===== config.mk =====
export PLATFORM = sky130hd
export DESIGN_NAME = mm_sched
export DESIGN_NICKNAME = d
export VERILOG_FILES = /design/src/rtl/mm_sched.sv
export SDC_FILE = /design/constraint.sdc
export NUM_CORES = 1
export LEC_CHECK = 0
export BUFFER_PORTS_ARGS = -buffer_cell sky130_fd_sc_hd__buf_4
export CORE_ASPECT_RATIO = 0.9
export CORE_UTILIZATION = 42
export DETAILED_ROUTE_END_ITERATION = 10
export PLACE_DENSITY_LB_ADDON = 0.1
export SYNTH_ARGS = -nofsm -noshare
export SYNTH_HDL_FRONTEND = slang
export SYNTH_SLANG_ARGS = --single-unit

===== constraint.sdc =====
create_clock -name clk -period 2.91 [get_ports clk]
set_clock_uncertainty 0.15 [all_clocks]
set_input_delay 0.4365 -clock clk [delete_from_list [all_inputs] [get_ports clk]]
set_output_delay 0.4365 -clock clk [all_outputs]
set_load 0.01 [all_outputs]

===== src/rtl/mm_sched.sv =====
// mm_sched: job sequencer for the mm systolic matrix-multiply wrapper.
// It loads activations and bit-serial weights from two synchronous scratch
// memories into mm's FIFOs. It then drives `active` for K*precision cycles
// and waits for mm's `done`, with a timeout.
//
// Ports
//   clk, rst                 clock, synchronous active-high reset
//   start                    job request (sampled only in IDLE)
//   precision_in, exp_in     job configuration
//   busy, done, err          host status (done/err are one-cycle pulses)
//   act_re, act_addr         activation memory read port
//   act_rdata                activation read data (one cycle after act_re)
//   w_re, w_addr             weight memory read port
//   w_rdata                  weight read data (one cycle after w_re)
//   act_din, wr_en_act       activation FIFO write to mm
//   w_din, wr_en_w           weight FIFO write to mm
//   active                   compute enable to mm
//   precision, exp_set       latched job configuration to mm
//   mm_done                  completion from mm
module mm_sched #(
   parameter int unsigned ACT_WIDTH = 16,
   parameter int unsigned N         = 2,
   parameter int unsigned K         = 2,
   parameter int unsigned MAX_P     = 8,
   parameter int unsigned GAP_CYC   = 2,
   parameter int unsigned TIMEOUT   = 256,
   parameter int unsigned AW        = 8
) (
   input  logic                   clk,
   input  logic                   rst,
   input  logic                   start,
   input  logic [3:0]             precision_in,
   input  logic [4:0]             exp_in,
   output logic                   busy,
   output logic                   done,
   output logic                   err,
   output logic                   act_re,
   output logic [AW-1:0]          act_addr,
   input  logic [N*ACT_WIDTH-1:0] act_rdata,
   output logic                   w_re,
   output logic [AW-1:0]          w_addr,
   input  logic [N-1:0]           w_rdata,
   output logic [N*ACT_WIDTH-1:0] act_din,
   output logic                   wr_en_act,
   output logic [N-1:0]           w_din,
   output logic                   wr_en_w,
   output logic                   active,
   output logic [3:0]             precision,
   output logic [4:0]             exp_set,
   input  logic                   mm_done
);

   localparam int unsigned KP_MAX = K * MAX_P;
   // One counter serves LOAD_ACT, LOAD_W, GAP and RUN.
   localparam int unsigned CW     = $clog2(KP_MAX + GAP_CYC + 2);
   localparam int unsigned TW     = $clog2(TIMEOUT + 1);

   typedef enum logic [2:0] {
      IDLE,
      LOAD_ACT,
      LOAD_W,
      GAP,
      RUN,
      WAIT_DONE
   } state_t;

   state_t        state;
   logic [CW-1:0] cnt;
   logic [CW-1:0] kp_last;
   logic [TW-1:0] tcnt;
   logic          legal_c;

   // Precision must lie in 1..MAX_P.
   assign legal_c = (precision_in != 4'd0) && (32'(precision_in) <= MAX_P);

   // The memories register their read data, so write data is the read return
   // qualified by the one-cycle-delayed read enable.
   assign act_din = wr_en_act ? act_rdata : '0;
   assign w_din   = wr_en_w   ? w_rdata   : '0;

   // Sequencer state, counters and registered outputs.
   always_ff @(posedge clk) begin
      if (rst) begin
         state     <= IDLE;
         cnt       <= '0;
         kp_last   <= '0;
         tcnt      <= '0;
         busy      <= 1'b0;
         done      <= 1'b0;
         err       <= 1'b0;
         act_re    <= 1'b0;
         act_addr  <= '0;
         w_re      <= 1'b0;
         w_addr    <= '0;
         wr_en_act <= 1'b0;
         wr_en_w   <= 1'b0;
         active    <= 1'b0;
         precision <= '0;
         exp_set   <= '0;
      end else begin
         done      <= 1'b0;
         err       <= 1'b0;
         wr_en_act <= act_re;
         wr_en_w   <= w_re;

         case (state)
            IDLE: begin
               if (start) begin
                  if (legal_c) begin
                     precision <= precision_in;
                     exp_set   <= exp_in;
                     kp_last   <= CW'(K) * CW'(precision_in) - CW'(1);
                     busy      <= 1'b1;
                     cnt       <= '0;
                     state     <= LOAD_ACT;
                  end else begin
                     err <= 1'b1;
                  end
               end
            end

            LOAD_ACT: begin
               act_re   <= 1'b1;
               act_addr <= AW'(cnt);
               if (cnt == CW'(K - 1)) begin
                  cnt   <= '0;
                  state <= LOAD_W;
               end else begin
                  cnt <= cnt + CW'(1);
               end
            end

            // Weight address k*precision+p is a plain linear count; it wraps
            // modulo 2^AW by truncation.
            LOAD_W: begin
               act_re <= 1'b0;
               w_re   <= 1'b1;
               w_addr <= AW'(cnt);
               if (cnt == kp_last) begin
                  cnt   <= '0;
                  state <= GAP;
               end else begin
                  cnt <= cnt + CW'(1);
               end
            end

            // First cycle drains the last weight write, then GAP_CYC idle cycles.
            GAP: begin
               w_re <= 1'b0;
               if (cnt == CW'(GAP_CYC + 1)) begin
                  active <= 1'b1;
                  cnt    <= '0;
                  state  <= RUN;
               end else begin
                  cnt <= cnt + CW'(1);
               end
            end

            RUN: begin
               if (cnt == kp_last) begin
                  active <= 1'b0;
                  cnt    <= '0;
                  tcnt   <= '0;
                  state  <= WAIT_DONE;
               end else begin
                  cnt <= cnt + CW'(1);
               end
            end

            // mm_done wins over a timeout expiring in the same cycle.
            WAIT_DONE: begin
               if (mm_done) begin
                  done  <= 1'b1;
                  busy  <= 1'b0;
                  state <= IDLE;
               end else if (tcnt == TW'(TIMEOUT - 1)) begin
                  err   <= 1'b1;
                  busy  <= 1'b0;
                  state <= IDLE;
               end else begin
                  tcnt <= tcnt + TW'(1);
               end
            end

            default: state <= IDLE;
         endcase
      end
   end

endmodule


======== Word level (Yosys, flattened, before mapping) ========
Index checks and enable logic that the tools add are counted.
word-level totals
  logic and storage cells ................. 93
  register bits ........................... 49
  output and inout port bits .............. 67
  bits of input ports ..................... 47
operators by class
  multiplexer cells ....................... 37
  reductions and logical operators ........ 17
  add/subtract/negate cells ............... 3
  $lt $le $gt $ge ......................... 1
  equality and inequality tests ........... 18
  bitwise gates (word level) .............. 1
operators with widths
  kind                 count
  $mux 32              1
  $mux 9               3
  $mux 5               5
  $mux 3               8
  $pmux 5 s4           1
  $pmux 3 s6           1
  $pmux 9 s2           1
  $ne 2x2->1 const B   8
  $mux 1               11
  $pmux 1 s2           5
  $reduce_bool 2->1    5
  $add 9x1->9 const B  1
  $eq 9x8->1 const B   1
  $reduce_and 3->1     3
  $reduce_and 4->1     2
  $reduce_bool 4->1    2
  $reduce_and 7->1     1
  $eq 3x2->1 const B   2
  $eq 3x3->1 const B   2
  $add 5x1->5 const B  1
  $eq 5x1->1 const B   1
  $eq 5x2->1 const B   1
  $eq 5x5->1           1
  $sub 5x1->5 const B  1
  8 further kinds      9

======== Longest topological paths before layout ========
  word-level depth ........................ 5
  mapped depth ............................ 11
  mapped depth without buffers ............ 10

======== Least setup slack after synthesis ========
No wires, ideal clock.
  kind .................................... reg2reg
  start ................................... register tcnt[0]
  end ..................................... register tcnt[5]
  clock period less this slack ............ 2804 ps
  cell stages (with the launch flop) ...... 12
  data arrival time ....................... 2584 ps
  setup slack ............................. 106 ps
  path buffers ............................ 1
  path through ............................ dfxtp_1 ha_1 and3_1 and3_1 and3_1 ha_1 o21ai_0 nand2_2 o31a_1 buf_6 or4_1 a21oi_1
on the way
  cells in the longest elaborated chain, start to end .. 4
  elaborated cells between the ends (all ways) .. 7
ends and longest elaborated chain
  what                    line  RTL
  from (decl)             70    logic [TW-1:0] tcnt;
  from (signal assigned)  181   tcnt <= tcnt + TW'(1);
  $add 9x1->9             181
  $mux 9                  176   end else if (tcnt == TW'(TIMEOUT - 1)) begin
  $mux 9                  172   if (mm_done) begin
  $pmux 9 s2              106   case (state)
Parallel ways exist; a longest one is shown, timed or not. The select of a mux whose other input is x is not followed.
A chain may end at the register's enable or synchronous reset.

======== Worst setup path after layout ========
  start ................................... register tcnt[0]
  end ..................................... register tcnt[7]
The elaborated chain is that of the path after synthesis.

==> run summary <==
outcome: complete, no violations
Hold Buf Count CTS: 0
antenna violations before repair: 0
synth warn: 0
RePlAce Congestion: 0.756
Clock Sinks: 49
Worst Hold Class: input port to flip-flop
Setup Viol. Count Final: 0
Die ar.: 6330 um^2
Clk Latency, worst-skew pair: 0.29 ns
ratio of cells with drive above 1 in the final layout: 31.4%
H-tree depth: 2
Yosys reg bits: 49
Max transition margin: 50.3%
DRT iter0 DRCs: 133
CTS buffer count: 5
R2R Setup Slk: 0.14 ns
Initial Util: 44.1%
antenna fix cells: 0
Root Driver: clkbuf_8
IO Count: 114
HPWL after DPL: 4.43 mm
Static Leak: 1.51 nW
syn avg cell area: 8.69 um^2
Synth Area in Adders: 2.48%
slowest stage delay, CP: 0.50 ns
family with the most delay on the worst path: simple AND/OR/NAND/NOR gates
drt pass-1 iters: 4
global-route wire length before repair: 8.98 mm
Clock Path Buffers: 2
most frequent cells in the layout: buf_4 (109), dfxtp_1 (49), nor2_1 (37)
Worst Tran Pin Value: 0.744 ns
Post-Synthesis Cells: 291
Top FF cell, synth: dfxtp_1
port bufs: 107
FMAX: 361 MHz
commonest non-fill, non-tap cell in the layout: buf_4
Rows: 26
post-route design area: 3400 um^2
XOR/XNOR share of the synthesized area: 4.80%
Core Area: 5730 um^2
Async S/R FF share, synth: 0%
fin crit period: 2.77 ns
DRC errors left: 0
Final Hold Vio Count: 0
CTS tree: yes
Post-Route WL: 5.90 mm
Buf+Inv Stages, Crit Path: 0
routed len/inst: 12.8 um
power per cell area: 519 nW/um^2
Avg Vias per Cell: 4.87
VDD IR max: 0.000299 V
Die Y: 75.6 um
hold-critical path depth: 2
CP most frequent cell: and3_1
multiplexer area fraction after synthesis: 8.37%
crit-path max FO: 4
critical path class: flip-flop to flip-flop
critical path arrival: 2.84 ns
GRT Overall Usage: 17.3%
final period utilization: 95.1%
critical path launch point type: flip-flop
Post-synth EDFFs: 0
Slowest-stage cell, CP: or4_1
Final Slew Violations: 0
CP endpoint kind: flip-flop
Req. time, crit path: 2.99 ns
Crit path depth: 10
combinational family with the most area after synthesis: simple AND/OR/NAND/NOR gates
Place WS: 0.0634 ns
area of placed instances: 3310 um^2
max_cap viols: 0
Compound-Gate Fraction of Synth Area: 10.0%
Worst Slack Setup Final: 0.143 ns
# nets final: 440
number of global-route vias before repair: 1994
ANT nets after route: 0
Cell variety after synth: 48
clock transition at the registers of the reported paths: 0.09 ns
setup bufs post-CTS: 0
Vias: 2234
Die Wd: 83.8 um
total global routing overflow: 0
Simple-Gate Fraction of Synth Area: 28.8%
crit-path cells: ha_1 > and3_1 > and3_1 > and3_1 > ha_1 > o21ai_2 > nand2_2 > o31a_1 > or4_1 > a21oi_1
Synth Cell Area: 2530 um^2
R2R cell count: 10
Area Growth Syn to Fin: 34.5%
sequential cell area fraction in the yosys report: 38.8%
largest net degree at the start of global routing: 47
final timing paths:
kind,start,end
hold / removal,precision_in[0],kp_last[1]$_SDFFE_PP0P_
setup reg to reg,tcnt[0]$_SDFFE_PP0P_,tcnt[7]$_SDFFE_PP0P_
setup / recovery,tcnt[0]$_SDFFE_PP0P_,tcnt[7]$_SDFFE_PP0P_
hold reg to reg,active$_SDFFE_PP0P_,active$_SDFFE_PP0P_
state kept, by name (all words and copies together) (netlist names):
register	cells
tcnt	9
act_addr	5
cnt	5
exp_set	5
kp_last	5
w_addr	5
precision	4
state	3
act_re	1
active	1
busy	1
done	1
err	1
w_re	1
wr_en_act	1
wr_en_w	1
repair_timing:
action                     4_1_cts  5_1_grt
setup endpoints to repair        0        3
hold endpoints to repair         0        0
resized for setup                0        2
per-layer routing:
metal / wire, um / GRT usage, % / vias to the layer above
li1: - / - / 1174
met2: 2930 / 29.9 / 30
met3: 137 / 3.47 / 2
met4: 13 / 3.20 / 0
met1: 2820 / 22.9 / 1028
met5: 0 / 0 / -
where the power goes:
part           internal (mW)  total (mW)  switching, mW
logic                  0.290       0.564          0.274
registers              0.725       0.812         0.0867
clock network          0.170       0.391          0.221
synthesized netlist by cell type (5+ instances only):
| master | count | share of area [%] |
|---|---|---|
| xor2_1 | 5 | 1.7 |
| inv_1 | 6 | 0.89 |
| dfxtp_1 | 49 | 39 |
| clkbuf_1 | 13 | 1.9 |
| nor2_1 | 37 | 5.5 |
| nand2_1 | 7 | 1.0 |
| a21oi_1 | 14 | 2.8 |
| o21ai_0 | 6 | 1.2 |
| mux2i_1 | 20 | 7.9 |
| and2_1 | 35 | 8.7 |
| and3_1 | 6 | 1.5 |
| buf_4 | 6 | 1.8 |
| nor3_1 | 10 | 2.0 |
| xnor2_1 | 7 | 2.4 |
| nand3_1 | 8 | 1.6 |
| ha_1 | 5 | 2.5 |
cells by family (layout without fill, tap and decap cells):
kind of cell             Yosys count  in the layout
multiplexers                      21             21
XOR/XNOR                          13             13
AO/OA/AOI/OAI                     39             39
flip-flops                        49             49
other                              1              6
adder cells (fa/ha/maj)            5              5
buffers and inverters             30            123
AND/OR/NAND/NOR                  133            133
stage by stage:
stage | TNS, ns | instances | utilization, % | hold WS, ns | power (mW)
finish | 0 | 459 | 59.4 | 0.201 | 1.77
detailed placement | 0 | 451 | 57.8 | 0.295 | 1.39
CTS | 0 | 459 | 59.3 | 0.186 | 1.79
global route | -0.0160 | 459 | 59.4 | 0.196 | 1.88
global placement | 0 | 451 | 57.8 | 0.305 | 1.38
floorplan | 0 | 296 | - | 0.298 | 1.18
worst reg2reg max path: cells and delay by family, from the launching register on:
family          cells  cell delay (ns)
fa+ha+maj           2             0.47
compound gates      3             0.57
flops               1             0.34
simple gates        5             1.18
area by class of cell:
type / count / area [um^2]
clock buffer: 6 / 72.6
sequential: 49 / 981
timing repair buffer: 109 / 818
inverter: 6 / 22.5
fill: 522 / 2330
clock inverter: 2 / 15.0
multi-input combinational: 217 / 1400
tap: 70 / 87.6
No activity file was read; power rests on OpenSTA's default activity.
